===== config.mk =====
export PLATFORM = sky130hd
export DESIGN_NAME = branch_resolver
export DESIGN_NICKNAME = d
export VERILOG_FILES = /design/src/rtl/branch_pkg.sv /design/src/rtl/branch_queue.sv /design/src/rtl/branch_resolver.sv
export SDC_FILE = /design/constraint.sdc
export NUM_CORES = 1
export LEC_CHECK = 0
export ABC_CLOCK_PERIOD_IN_PS = 6250
export CELL_PAD_IN_SITES_DETAIL_PLACEMENT = 0
export CELL_PAD_IN_SITES_GLOBAL_PLACEMENT = 1
export CORE_MARGIN = 2
export CORE_UTILIZATION = 42
export CTS_CLUSTER_DIAMETER = 100
export DETAILED_ROUTE_END_ITERATION = 12
export PLACE_DENSITY = 0.75
export SLEW_MARGIN = 20
export SYNTH_ARGS = -nofsm -noshare
export SYNTH_HDL_FRONTEND = slang
export SYNTH_SLANG_ARGS = --single-unit

===== constraint.sdc =====
create_clock -name clk -period 6.25 [get_ports clk]
set_clock_uncertainty 0.1 [all_clocks]
set_input_delay 0.625 -clock clk [delete_from_list [all_inputs] [get_ports clk]]
set_output_delay 0.625 -clock clk [all_outputs]
set_load 0.05 [all_outputs]

===== src/rtl/branch_pkg.sv =====
// Shared types and constants for the branch resolver and its in-flight queue.
// The PC width lives here because the queue entry struct depends on it.
package branch_pkg;

  localparam int ADDR_W      = 32;
  localparam int INSTR_BYTES = 4;

  localparam logic [1:0] BR_COND_HOLD  = 2'b00;
  localparam logic [1:0] BR_COND_TRAIN = 2'b01;

  typedef struct packed {
    logic              taken;
    logic [ADDR_W-1:0] pc;
    logic [ADDR_W-1:0] target;
  } bq_entry_t;

  typedef enum logic {
    BR_IDLE,
    BR_FLUSH
  } br_state_t;

endpackage


===== src/rtl/branch_queue.sv =====
// In-order FIFO of predicted branches awaiting resolution.
// A clear empties the queue and wins over a push in the same cycle.
module branch_queue
  import branch_pkg::*;
#(
  parameter int DEPTH = 4
) (
  input  logic                         clk,
  input  logic                         rstn_h,
  input  logic                         push,
  input  logic                         pop,
  input  logic                         clear,
  input  bq_entry_t                    din,
  output bq_entry_t                    dout,
  output logic                         full,
  output logic                         empty,
  output logic [$clog2(DEPTH+1)-1:0]   count
);

  localparam int PTR_W = $clog2(DEPTH);
  localparam int CNT_W = $clog2(DEPTH + 1);

  bq_entry_t        mem_q [DEPTH];
  logic [PTR_W-1:0] wr_ptr_q, wr_ptr_d;
  logic [PTR_W-1:0] rd_ptr_q, rd_ptr_d;
  logic [CNT_W-1:0] count_q, count_d;
  logic             do_push, do_pop;

  assign full    = (count_q == CNT_W'(DEPTH));
  assign empty   = (count_q == '0);
  assign count   = count_q;
  assign dout    = mem_q[rd_ptr_q];
  assign do_push = push && !full;
  assign do_pop  = pop && !empty;

  // Pointers wrap naturally because DEPTH is a power of two.
  always_comb begin
    wr_ptr_d = wr_ptr_q;
    rd_ptr_d = rd_ptr_q;
    count_d  = count_q;
    if (clear) begin
      wr_ptr_d = '0;
      rd_ptr_d = '0;
      count_d  = '0;
    end else begin
      if (do_push) wr_ptr_d = wr_ptr_q + 1'b1;
      if (do_pop)  rd_ptr_d = rd_ptr_q + 1'b1;
      case ({do_push, do_pop})
        2'b10:   count_d = count_q + 1'b1;
        2'b01:   count_d = count_q - 1'b1;
        default: count_d = count_q;
      endcase
    end
  end

  always_ff @(posedge clk) begin
    if (rstn_h) begin
      wr_ptr_q <= '0;
      rd_ptr_q <= '0;
      count_q  <= '0;
    end else begin
      wr_ptr_q <= wr_ptr_d;
      rd_ptr_q <= rd_ptr_d;
      count_q  <= count_d;
    end
  end

  always_ff @(posedge clk) begin
    if (do_push && !clear) mem_q[wr_ptr_q] <= din;
  end

endmodule


===== src/rtl/branch_resolver.sv =====
// Matches queued branch predictions against EX outcomes in order, trains the
// predictor, and on a mispredict holds flush with the corrected fetch PC.
//
//   state    | meaning
//   BR_IDLE  | accepting pushes, resolving the queue head on res_valid
//   BR_FLUSH | flush + redirect_pc held; pushes and resolutions ignored
module branch_resolver
  import branch_pkg::*;
#(
  parameter int DEPTH        = 4,
  parameter int FLUSH_CYCLES = 2,
  parameter int CNT_W        = 16
) (
  input  logic                        clk,
  input  logic                        rstn_h,
  input  logic                        pred_valid,
  input  logic                        pred_taken_in,
  input  logic [ADDR_W-1:0]           pred_pc,
  input  logic [ADDR_W-1:0]           pred_target,
  output logic                        pred_ready,
  input  logic                        res_valid,
  input  logic                        res_taken,
  output logic [1:0]                  upd_cond,
  output logic                        upd_act_taken,
  output logic                        upd_pred_taken,
  output logic                        flush,
  output logic [ADDR_W-1:0]           redirect_pc,
  output logic [$clog2(DEPTH+1)-1:0]  occupancy,
  output logic [CNT_W-1:0]            br_cnt,
  output logic [CNT_W-1:0]            mis_cnt,
  output logic                        err_underflow
);

  localparam int FC_W = $clog2(FLUSH_CYCLES + 1);

  br_state_t         state_q, state_d;
  logic [FC_W-1:0]   fcnt_q, fcnt_d;
  logic              flush_q, flush_d;
  logic [ADDR_W-1:0] redirect_q, redirect_d;
  logic [1:0]        upd_cond_q, upd_cond_d;
  logic              upd_act_q, upd_act_d;
  logic              upd_pred_q, upd_pred_d;
  logic [CNT_W-1:0]  br_q, br_d;
  logic [CNT_W-1:0]  mis_q, mis_d;
  logic              err_q, err_d;

  bq_entry_t q_din, q_head;
  logic      q_full, q_empty, do_push, do_pop, mispred;

  assign q_din      = '{taken: pred_taken_in, pc: pred_pc, target: pred_target};
  assign pred_ready = !q_full && (state_q == BR_IDLE);
  assign do_push    = pred_valid && pred_ready;
  assign do_pop     = res_valid && (state_q == BR_IDLE) && !q_empty;
  assign mispred    = do_pop && (res_taken != q_head.taken);

  // A mispredict clears the queue, discarding any same-cycle wrong-path push.
  branch_queue #(.DEPTH(DEPTH)) u_queue (
    .clk    (clk),
    .rstn_h (rstn_h),
    .push   (do_push),
    .pop    (do_pop),
    .clear  (mispred),
    .din    (q_din),
    .dout   (q_head),
    .full   (q_full),
    .empty  (q_empty),
    .count  (occupancy)
  );

  always_comb begin
    state_d    = state_q;
    fcnt_d     = fcnt_q;
    flush_d    = flush_q;
    redirect_d = redirect_q;
    upd_cond_d = BR_COND_HOLD;
    upd_act_d  = 1'b0;
    upd_pred_d = 1'b0;
    br_d       = br_q;
    mis_d      = mis_q;
    err_d      = err_q;
    case (state_q)
      BR_IDLE: begin
        if (res_valid && q_empty) err_d = 1'b1;
        if (do_pop) begin
          upd_cond_d = BR_COND_TRAIN;
          upd_act_d  = res_taken;
          upd_pred_d = q_head.taken;
          br_d       = (&br_q) ? br_q : br_q + 1'b1;
        end
        if (mispred) begin
          mis_d      = (&mis_q) ? mis_q : mis_q + 1'b1;
          state_d    = BR_FLUSH;
          fcnt_d     = FC_W'(FLUSH_CYCLES - 1);
          flush_d    = 1'b1;
          redirect_d = res_taken ? q_head.target : q_head.pc + ADDR_W'(INSTR_BYTES);
        end
      end
      BR_FLUSH: begin
        if (fcnt_q == '0) begin
          state_d = BR_IDLE;
          flush_d = 1'b0;
        end else begin
          fcnt_d = fcnt_q - 1'b1;
        end
      end
      default: state_d = BR_IDLE;
    endcase
  end

  always_ff @(posedge clk) begin
    if (rstn_h) begin
      state_q    <= BR_IDLE;
      fcnt_q     <= '0;
      flush_q    <= 1'b0;
      redirect_q <= '0;
      upd_cond_q <= BR_COND_HOLD;
      upd_act_q  <= 1'b0;
      upd_pred_q <= 1'b0;
      br_q       <= '0;
      mis_q      <= '0;
      err_q      <= 1'b0;
    end else begin
      state_q    <= state_d;
      fcnt_q     <= fcnt_d;
      flush_q    <= flush_d;
      redirect_q <= redirect_d;
      upd_cond_q <= upd_cond_d;
      upd_act_q  <= upd_act_d;
      upd_pred_q <= upd_pred_d;
      br_q       <= br_d;
      mis_q      <= mis_d;
      err_q      <= err_d;
    end
  end

  assign flush          = flush_q;
  assign redirect_pc    = redirect_q;
  assign upd_cond       = upd_cond_q;
  assign upd_act_taken  = upd_act_q;
  assign upd_pred_taken = upd_pred_q;
  assign br_cnt         = br_q;
  assign mis_cnt        = mis_q;
  assign err_underflow  = err_q;

endmodule


==> out/summary.log <==
INFO  route          detailedRoute.firstPassIterationCount=5
INFO  sta            timing_max_transition_violations_final=0
INFO  synth          synth_seq_cells=341
INFO  flow_run       timing.max_cap.violations=0
INFO  die            coreArea=32500µm²
INFO  worst_hold_path timing.hold.worst.class=in2reg
INFO  critical_path  critPathRequiredTime=6.31ns
INFO  pwr            power_density=424nW/µm²
INFO  final_layout   final_area=16800µm²
INFO  sta            rsz0062_at_grt=no
INFO  sta            worst_slew_pin_slew=1.03ns
INFO  synth          synth-xor-area-share=0.0361
INFO  synth          mappedNetlistNets=941
INFO  placement      numPortBuffers=142
INFO  cts            cts-htree-levels=2
INFO  sta            timing.final.crit_share=0.587
INFO  synth          syn_area_per_cell=16.1µm²
INFO  route          route.vias.total=7848
INFO  die            number_of_placed_i_o_pins=144
INFO  sta            clock.fmax=273MHz
INFO  synth          synth_top_family_by_area=multiplexers
INFO  route          postRouteAntennaNets=0
INFO  cts            ctsResizeCount=0
INFO  final_layout   drive_above_1_share=0.145
INFO  synth          synthMuxAreaShare=0.117
INFO  final_layout   areaGrowthSynthToFinish=21.1%
INFO  synth          synth_sequential_area_ratio=0.681
INFO  status         outcome=finished, final reports clean
INFO  critical_path  end_kind=flop
INFO  global_route   first_global_vias=7646
INFO  synth          share_of_synthesized_flip_flops_with_an_asynchronous_set_or_reset=0
INFO  synth          mappedNetlistArea=13800µm²
INFO  placement      dp_hpwl=19100µm
INFO  synth          synth-warning-count=0
INFO  synth          synth-compound-area-share=0.0380
INFO  sta            holdWs=0.352ns
INFO  sta            timing_hold_violations_final=0
INFO  sta            tns=0ns
INFO  placement      globalplace.congestion=0.786
INFO  cts            numClockSinks=341
INFO  sta            fin_crit=3.67ns
INFO  route          drt_iter0_markers=523
INFO  die            die_height=186µm
INFO  cts            clockRootBuffer=sky130_fd_sc_hd__clkbuf_16
INFO  route          drcViolationCount=0
INFO  global_route   track_usage=0.176
INFO  route          viasPerCell=5.31
INFO  cts            clock_insertion_delay_worst_skew=0.52ns
INFO  die            floorplan.die.width=186µm
INFO  final_layout   final_common_cell=sky130_fd_sc_hd__edfxtp_1
INFO  synth          synth_edf_count=260
INFO  global_route   first_pass_grt_wire_length=45600µm
INFO  synth          yosys.area_share.adder=0.00958
INFO  pwr            leakage_power=0.00532µW
INFO  sta            maxSlewHeadroom=0.293
INFO  cts            cts_tree=done
INFO  critical_path  timing.critical_path.arrival=3.72ns
INFO  final_layout   most-common-layout-cells=260 x sky130_fd_sc_hd__edfxtp_1, 141 x sky130_fd_sc_hd__clkdlybuf4s50_1, 79 x sky130_fd_sc_hd__dfxtp_1
INFO  route          wl_per_cell=20.3µm
INFO  cts            cts_buffer_depth=3
INFO  placement      cell_area_after_placement=15600µm²
INFO  critical_path  criticalPathCategory=reg2reg
INFO  synth          synth_cell_type_count=67
INFO  cts            cts_post_setup_buffers_inserted=0
INFO  synth          syn-instance-count=861
INFO  die            design.die.area=34400µm²
INFO  global_route   grt.overflow.total=0
INFO  synth          synth-simple-area-share=0.0930
INFO  sta            setup_viol=0
INFO  final_layout   antenna_cells_inserted=0
INFO  final_layout   layout.nets=1089
INFO  cts            post_cts_hold_buffer_count=0
INFO  cts            cts_inserted_buffers=37
INFO  global_route   grt_antenna_before_repair=0
INFO  route          totalWireLength=29900µm
INFO  synth          ys.flop_type=sky130_fd_sc_hd__edfxtp_1
INFO  critical_path  timing.critical_path.fanout_max=34
INFO  global_route   pin_count_of_the_biggest_net_entering_global_routing=80
INFO  critical_path  setup.worst_path.start_class=flop
INFO  cts            cts.clk_slew.worst_paths=0.06ns
INFO  pwr            max-vdd-ir-drop=0.214mV
INFO  die            initial_utilization=0.426
INFO  die            num_rows=66
INFO  pwr            totalPowerFinal=7110µW
-- final cells by class --
| type | count | area (µm²) |
|---|---|---|
| repair buffers | 154 | 1510 |
| clock buffers | 48 | 997 |
| fillers | 2777 | 15800 |
| multi-input cells | 462 | 4090 |
| flip-flops and latches | 341 | 9430 |
| clock inverters | 17 | 145 |
| well taps | 442 | 553 |
| inverters | 13 | 48.8 |
-- through the flow --
stage	setup slack [ns]	instances	util
floorplan	1.95	861	-
global placement	2.27	1412	0.480
detailed placement	2.22	1412	0.480
CTS	2.48	1477	0.515
global route	2.30	1477	0.515
finish	2.58	1477	0.515
-- registers in the layout, indices dropped and copies added, names as in the netlist, named ones only --
name,count
redirect_pc,32
state_q,1
flush,1
u_queue.wr_ptr_q,2
mis_cnt,16
br_cnt,16
u_queue.count,3
upd_pred_taken,1
err_underflow,1
fcnt_q,2
u_queue.rd_ptr_q,2
upd_act_taken,1
u_queue.mem_q,260
upd_cond,1
-- final timing paths --
check	start	to	slack (ns)	depth (start not counted)
max	flop	u_queue.mem_q[1][56]$_DFFE_PP_	2.58	5
min	rstn_h	redirect_pc[22]$_SDFFE_PP0P_	0.35	2
max reg2reg	flop	u_queue.mem_q[1][56]$_DFFE_PP_	2.58	5
min reg2reg	redirect_pc[7]$_SDFFE_PP0P_	redirect_pc[7]$_SDFFE_PP0P_	0.37	2
-- power by group --
part           leakage, µW  switching [µW]  internal [µW]
clock             0.000556             845           1210
combinational      0.00172            1230            780
sequential         0.00304             192           2860
-- synthesized netlist by cell type (all sizes together) (2+ instances only) --
cell	number	area share
xnor2	23	0.015
nand2b	2	0.00090
a211o	4	0.0025
nand2	45	0.012
a211oi	11	0.0074
nand4b	3	0.0019
ha	9	0.0081
xor2	34	0.022
mux4	63	0.11
clkbuf	23	0.0087
nor2b	3	0.0014
o221ai	3	0.0019
and4	2	0.0014
nor3	22	0.010
o21ai	13	0.0047
inv	13	0.0035
a2111o	2	0.0016
a21oi	27	0.0098
mux2i	12	0.0087
nor4	12	0.0065
mux2	3	0.0030
nand4	22	0.013
and3	14	0.0063
dfxtp	81	0.12
edfxtp	260	0.56
nor3b	3	0.0020
or3	9	0.0041
and2	3	0.0014
a31oi	8	0.0036
nand3	24	0.0096
o211ai	2	0.0011
o22ai	5	0.0023
buf	21	0.012
nor2	67	0.019
-- worst max-delay path, stage by stage (launching register included) --
cell and delay [ns]:
sky130_fd_sc_hd__dfxtp_4 0.68, sky130_fd_sc_hd__mux4_2 0.61, sky130_fd_sc_hd__xnor2_1 0.16, sky130_fd_sc_hd__nand2_2 0.28, sky130_fd_sc_hd__and3_2 0.87, sky130_fd_sc_hd__buf_4 0.58
-- per-layer routing --
| metal | up-vias | wire length [µm] | global-route usage |
|---|---|---|---|
| li1 | 3646 | - | - |
| met1 | 3930 | 13100 | 0.244 |
| met2 | 230 | 14300 | 0.284 |
| met3 | 42 | 1980 | 0.0329 |
| met4 | 0 | 608 | 0.0488 |
| met5 | - | 0 | 0 |
-- kinds of logic after synthesis --
kind of cell    Yosys count
flops                   341
other cells               1
compound gates           80
simple gates            236
fa+ha+maj                10
buf+inv                  58
mux                      78
xor+xnor                 57
Power figures use the tool's default switching activity.
